**src/rtl/clock_div_pkg.sv**
```systemverilog
// Shared types and helpers for the multi-channel clock divider.
package clock_div_pkg;

  localparam int DIV_MIN = 2;

  typedef enum logic [1:0] {CH_IDLE, CH_RUN, CH_STOP} ch_state_e;

  // Divisors below DIV_MIN cannot produce a square wave, so they are promoted.
  function automatic logic [31:0] clamp_div(input logic [31:0] d);
    return (d < 32'(DIV_MIN)) ? 32'(DIV_MIN) : d;
  endfunction

endpackage

```
**src/rtl/clock_div_ch.sv**
```systemverilog
// One divider channel: period counter, deferred divisor update and registered clock/tick outputs.
module clock_div_ch
  import clock_div_pkg::*;
#(
  parameter int               CNT_W       = 16,
  parameter logic [CNT_W-1:0] DEFAULT_DIV = CNT_W'(100)
) (
  input  logic             clk,
  input  logic             rst_n,
  input  logic             en,
  input  logic             sync,
  input  logic             wr,
  input  logic [CNT_W-1:0] wr_div,
  output logic             div_clk,
  output logic             tick,
  output logic             busy,
  output logic             pend
);

  ch_state_e        state_reg, state_next;
  logic [CNT_W-1:0] cnt_reg, cnt_next;
  logic [CNT_W-1:0] div_reg, div_next;
  logic [CNT_W-1:0] pval_reg, pval_next;
  logic             pend_reg, pend_next;
  logic             clk_reg, tick_reg;
  logic             wrap;
  logic             run_next;
  logic [CNT_W:0]   hi_next;

  assign wrap = (cnt_reg == div_reg - CNT_W'(1));

  always_comb begin
    state_next = state_reg;
    cnt_next   = cnt_reg;
    div_next   = div_reg;
    pval_next  = pval_reg;
    pend_next  = pend_reg;
    if (state_reg == CH_IDLE) begin
      if (wr) div_next = wr_div;
      if (en) begin
        state_next = CH_RUN;
        cnt_next   = '0;
      end
    end else if (sync || wrap) begin
      // Period boundary: a same-cycle write beats an older pending value.
      cnt_next   = '0;
      pend_next  = 1'b0;
      state_next = en ? CH_RUN : CH_IDLE;
      if (wr)            div_next = wr_div;
      else if (pend_reg) div_next = pval_reg;
    end else begin
      cnt_next   = cnt_reg + CNT_W'(1);
      state_next = en ? CH_RUN : CH_STOP;
      if (wr) begin
        pval_next = wr_div;
        pend_next = 1'b1;
      end
    end
  end

  assign run_next = (state_next != CH_IDLE);
  assign hi_next  = ({1'b0, div_next} + 1'b1) >> 1;

  always_ff @(posedge clk or negedge rst_n) begin
    if (!rst_n) begin
      state_reg <= CH_IDLE;
      cnt_reg   <= '0;
      div_reg   <= DEFAULT_DIV;
      pval_reg  <= '0;
      pend_reg  <= 1'b0;
      clk_reg   <= 1'b0;
      tick_reg  <= 1'b0;
    end else begin
      state_reg <= state_next;
      cnt_reg   <= cnt_next;
      div_reg   <= div_next;
      pval_reg  <= pval_next;
      pend_reg  <= pend_next;
      clk_reg   <= run_next && ({1'b0, cnt_next} < hi_next);
      tick_reg  <= run_next && (cnt_next == '0);
    end
  end

  assign div_clk = clk_reg;
  assign tick    = tick_reg;
  assign busy    = (state_reg != CH_IDLE);
  assign pend    = pend_reg;

endmodule

```
**src/rtl/clock_div_multi.sv**
```systemverilog
// Multi-channel programmable clock/tick generator: write decode and sync fan-out around per-channel dividers.
module clock_div_multi
  import clock_div_pkg::*;
#(
  parameter real CLOCK_SYS = 100e6,
  parameter real CLOCK_OUT = 1e6,
  parameter int  NUM_CH    = 4,
  parameter int  CNT_W     = 16,
  localparam int CH_W      = (NUM_CH > 1) ? $clog2(NUM_CH) : 1
) (
  input  logic              clk_i,
  input  logic              rst_ni,
  input  logic [NUM_CH-1:0] en_i,
  input  logic              sync_i,
  input  logic              wr_en_i,
  input  logic [CH_W-1:0]   wr_ch_i,
  input  logic [CNT_W-1:0]  wr_div_i,
  output logic [NUM_CH-1:0] clk_o,
  output logic [NUM_CH-1:0] tick_o,
  output logic [NUM_CH-1:0] busy_o,
  output logic [NUM_CH-1:0] pend_o
);

  localparam int               DIV_RAW     = int'(CLOCK_SYS / CLOCK_OUT);
  localparam logic [CNT_W-1:0] DEFAULT_DIV = CNT_W'(clamp_div(32'(DIV_RAW)));

  logic [CNT_W-1:0] wr_div_c;

  assign wr_div_c = CNT_W'(clamp_div(32'(wr_div_i)));

  // Channel numbers beyond NUM_CH match no instance, so such writes fall away.
  for (genvar gi = 0; gi < NUM_CH; gi++) begin : g_ch
    logic wr_hit;
    assign wr_hit = wr_en_i && (wr_ch_i == CH_W'(gi));

    clock_div_ch #(
      .CNT_W      (CNT_W),
      .DEFAULT_DIV(DEFAULT_DIV)
    ) u_ch (
      .clk    (clk_i),
      .rst_n  (rst_ni),
      .en     (en_i[gi]),
      .sync   (sync_i),
      .wr     (wr_hit),
      .wr_div (wr_div_c),
      .div_clk(clk_o[gi]),
      .tick   (tick_o[gi]),
      .busy   (busy_o[gi]),
      .pend   (pend_o[gi])
    );
  end

endmodule
```
**config.mk**
```make
export PLATFORM = sky130hd
export DESIGN_NAME = clock_div_multi
export DESIGN_NICKNAME = d
export VERILOG_FILES = /design/src/rtl/clock_div_pkg.sv /design/src/rtl/clock_div_ch.sv /design/src/rtl/clock_div_multi.sv
export SDC_FILE = /design/constraint.sdc
export NUM_CORES = 1
export LEC_CHECK = 0
export CORE_MARGIN = 10
export CORE_UTILIZATION = 60
export DETAILED_ROUTE_END_ITERATION = 10
export GPL_TIMING_DRIVEN = 0
export PLACE_DENSITY = 0.8
export SYNTH_ARGS = -nofsm -noshare
export SYNTH_HDL_FRONTEND = slang
export SYNTH_HIERARCHICAL = 1
export SYNTH_SLANG_ARGS = --single-unit
```
**constraint.sdc**
```tcl
create_clock -name clk_i -period 7.6 [get_ports clk_i]
set_clock_uncertainty 0.1 [all_clocks]
set_input_delay 0.76 -clock clk_i [delete_from_list [all_inputs] [get_ports clk_i]]
set_output_delay 0.76 -clock clk_i [all_outputs]
set_load 0.05 [all_outputs]
```
==> flow_summary.yaml, run 1 <==
die:
  die_h_um: 184
  die_w_um: 184
  start_util: 0.614
  core_area_mm2: 0.0262
  row_count: 59
  num_io_pins: 42
  design.die.area_mm2: 0.0338
global_routing:
  grt_pass1_vias: 14200
  grt_usage: 0.268
  grt_max_degree: 90
  grt_overflow: 0
  antenna_found_initial: 0
  grt_pass1_wl_mm: 74.0
setup_path:
  cp-endpoint: "g_ch[3].u_ch/div_clk$_DFF_PN0_"
  r2r-end: "g_ch[3].u_ch/div_clk$_DFF_PN0_"
  setup.worst_path.end_class: "flop"
  critPathMaxStageDelay_ns: 1.07
  r2r_slack_ns: 0.91
  crit_type: "flop to flop"
  critPathSlowestCell: "nor3_1"
  cp-start-kind: "flop"
  cp.required_ns: 7.96
  r2r-start: "g_ch[3].u_ch/div_reg[0]$_DFF_PN0_"
  worstSetupStartpoint: "g_ch[3].u_ch/div_reg[0]$_DFF_PN0_"
  cp_max_fo: 9
  worstRegToRegCells: 26
  cpMostUsedCell: "ha_1"
  worstPathArrival_ns: 7.05
clocking:
  cts-root-buf: "clkbuf_16"
  holdBufCountCts: 0
  clock_latency_ns: 0.52
  path_clk_slew_ns: 0.06
  post-cts-setup-buffers: 0
  cts-buffers-inserted: 24
  cts_buffer_depth: 3
  htree_levels: 1
  cts_sinks: 212
  cts_resized: 0
  cts_tree: "built"
power_and_ir_drop:
  pwr-share-clk: 0.303
  vdd_drop_max_mv: 0.159
  p_seq_frac: 0.369
  p_int_mw: 2.63
  power.switching_fraction: 0.352
  powerDensity_mw_per_mm2: 228
  p_sw_mw: 1.43
  p_leak_nw: 7.45
  pwr-share-comb: 0.328
flow_run:
  drv_cap: 0
route:
  firstDrtPassIters: 9
  drc_errors: 0
  via_per_inst: 6.69
  drt_iter0_drc: 1777
  wl_mm: 46.6
  final_antenna_net_count: 0
  vias: 15000
  wl_per_cell_um: 20.9
place:
  numPortBuffers: 41
  post_dp_cell_area_mm2: 0.0170
  hpwl_mm: 34.4
  gp_congestion: 0.956
sta:
  slew_headroom: 0.0655
  period_minus_slack_ns: 6.69
  tightestPinTransition_ns: 1.39
  drv_slew: 0
  setup_violations: 0
  hold_violations: 0
  rsz0062_at_grt: "no"
  max_freq_mhz: 149
  fin_crit_sh: 0.881
cells_and_area:
  nets: 1979
  num_antenna_cells: 0
  fin_area_mm2: 0.0178
  syn2layout_area_growth_pct: 10.8
  drive_gt1_frac: 0.116
  final_util: 0.680
synth:
  syn_inst: 1812
  synth_cell_types: 101
  synth-edff-count: 0
  synth_seq_cells: 212
  yosysWarnings: 6
  syn_avg_cell_area_um2: 8.88
  synthFlopType: "dfrtp_1"
  yosysSeqAreaShare: 0.331
  synth_nets: 1910
  synth.cell_area_mm2: 0.0161
  ys_async_sr_fraction: 1.00
hold_path:
  worstHoldPathType: "input port to asynchronous set/reset pin"
run_status:
  status: "complete, no violations"
worst max-delay path: cells and delay by family (launching register included):
family / cells / cell delay, ns
compound gates: 7 / 1.69
xor+xnor: 1 / 0.19
fa+ha+maj: 3 / 0.74
buf+inv: 3 / 0.72
flops: 1 / 0.35
simple gates: 12 / 2.84
final cells by class:
class / count / area, um^2
clock inverter: 9 / 126
tap: 335 / 419
multi-input combinational: 1414 / 9960
fill: 2058 / 8380
sequential: 212 / 5320
inverter: 67 / 251
clock buffer: 35 / 723
buffer: 119 / 558
timing repair buffer: 43 / 470
power groups by stage:
stage	Sequential, mW	Clock (mW)	Combinational (mW)
3_3_place_gp	1.51	0	1.25
4_1_cts	1.49	1.25	1.32
5_1_grt	1.52	1.30	1.45
6_report	1.50	1.23	1.33
3_5_place_dp	1.51	0	1.31
2_1_floorplan	1.48	0	0.968
cell usage after synthesis (8+ instances only):
cell type | count | share of area
a21o_1 | 20 | 0.0093
a21oi_1 | 60 | 0.019
a31oi_1 | 23 | 0.0089
and2_1 | 13 | 0.0051
and3_1 | 38 | 0.015
buf_1 | 9 | 0.0021
buf_2 | 14 | 0.0044
buf_6 | 9 | 0.0063
clkbuf_1 | 82 | 0.019
dfrtp_1 | 200 | 0.31
dfstp_2 | 12 | 0.020
ha_1 | 72 | 0.056
inv_1 | 65 | 0.015
mux2_2 | 64 | 0.045
mux2i_1 | 53 | 0.033
nand2_1 | 159 | 0.037
nand2b_1 | 18 | 0.0070
nand3_1 | 83 | 0.026
nand3b_1 | 8 | 0.0037
nand4_1 | 35 | 0.014
nor2_1 | 118 | 0.028
nor2b_1 | 10 | 0.0039
nor3_1 | 39 | 0.012
nor3b_1 | 14 | 0.0065
nor4_1 | 21 | 0.0082
o2111ai_1 | 8 | 0.0044
o211ai_1 | 9 | 0.0042
o21ai_0 | 136 | 0.042
o21ai_1 | 10 | 0.0031
o221a_2 | 8 | 0.0056
o221ai_1 | 14 | 0.0076
o22ai_1 | 19 | 0.0074
o31ai_1 | 17 | 0.0079
or3_1 | 22 | 0.0086
or4_1 | 16 | 0.0075
xnor2_1 | 79 | 0.043
xor2_1 | 59 | 0.032
layer usage:
| metal | GRT usage | share of wire | up-vias |
|---|---|---|---|
| met5 | 0 | 0 | - |
| met4 | 0.0951 | 0.034 | 0 |
| met3 | 0.0431 | 0.087 | 109 |
| met2 | 0.432 | 0.46 | 724 |
| met1 | 0.357 | 0.42 | 7307 |
| li1 | - | - | 6814 |
stage by stage:
stage          total power, mW  instances  setup TNS, ns  setup WS [ns]  hold slack, ns
3_3_place_gp              2.76       2188        -642.52          -3.21           0.369
6_report                  4.06       2234              0          0.907          0.0152
3_5_place_dp              2.82       2190              0           1.05           0.371
4_1_cts                   4.06       2234              0           1.05          0.0173
5_1_grt                   4.28       2234              0          0.647          0.0337
2_1_floorplan             2.45       1812              0           2.17           0.350
cell families (layout without fill, tap and decap cells):
| group | count (synthesis) | count (layout) | share of synthesized area |
|---|---|---|---|
| xor gates and xnor gates | 138 | 138 | 0.0751 |
| adders and majority gates | 72 | 72 | 0.0560 |
| muxes | 119 | 119 | 0.0792 |
| buffers and inverters | 186 | 273 | 0.0503 |
| AOI/OAI and AO/OA | 427 | 427 | 0.185 |
| and+or+nand+nor | 658 | 658 | 0.223 |
| DFF | 212 | 212 | 0.331 |
placed cells by master, fill, tap and decap left out, types with 9 or more instances in the layout:
cell	count
a21o_1	20
a21oi_1	60
a31oi_1	23
and2_1	13
and3_1	38
buf_1	9
buf_2	14
buf_6	9
clkbuf_1	86
clkbuf_16	25
clkdlybuf4s50_1	40
dfrtp_1	200
dfstp_2	12
ha_1	72
inv_1	65
mux2_2	64
mux2i_1	53
nand2_1	159
nand2b_1	18
nand3_1	83
nand4_1	35
nor2_1	118
nor2b_1	10
nor3_1	39
nor3b_1	14
nor4_1	21
o211ai_1	9
o21ai_0	136
o21ai_1	10
o221ai_1	14
o22ai_1	19
o31ai_1	17
or3_1	22
or4_1	16
xnor2_1	79
xor2_1	59
how the worst min path moves through the flow:
stage	cells after the start	endpoint	startpoint	slack (ns)
2_1_floorplan	2	g_ch[1].u_ch/pval_reg[0]$_DFFE_PN0P_	g_ch[1].u_ch/pval_reg[0]$_DFFE_PN0P_	0.35
3_3_place_gp	2	g_ch[2].u_ch/pval_reg[0]$_DFFE_PN0P_	g_ch[2].u_ch/pval_reg[0]$_DFFE_PN0P_	0.37
3_5_place_dp	2	g_ch[1].u_ch/pval_reg[0]$_DFFE_PN0P_	g_ch[1].u_ch/pval_reg[0]$_DFFE_PN0P_	0.37
4_1_cts	1	g_ch[1].u_ch/cnt_reg[5]$_DFF_PN0_	rst_ni	0.02
5_1_grt	1	g_ch[1].u_ch/cnt_reg[5]$_DFF_PN0_	rst_ni	0.03
6_report	1	g_ch[1].u_ch/cnt_reg[6]$_DFF_PN0_	rst_ni	0.02
(Power assumes the default switching activity.)
==> run 2: changes to the inputs <==
- SKIP_LAST_GASP: default -> 1
==> results of run 2 <==
Same layout as run 1: the final DEF is identical, and so are final timing and power.
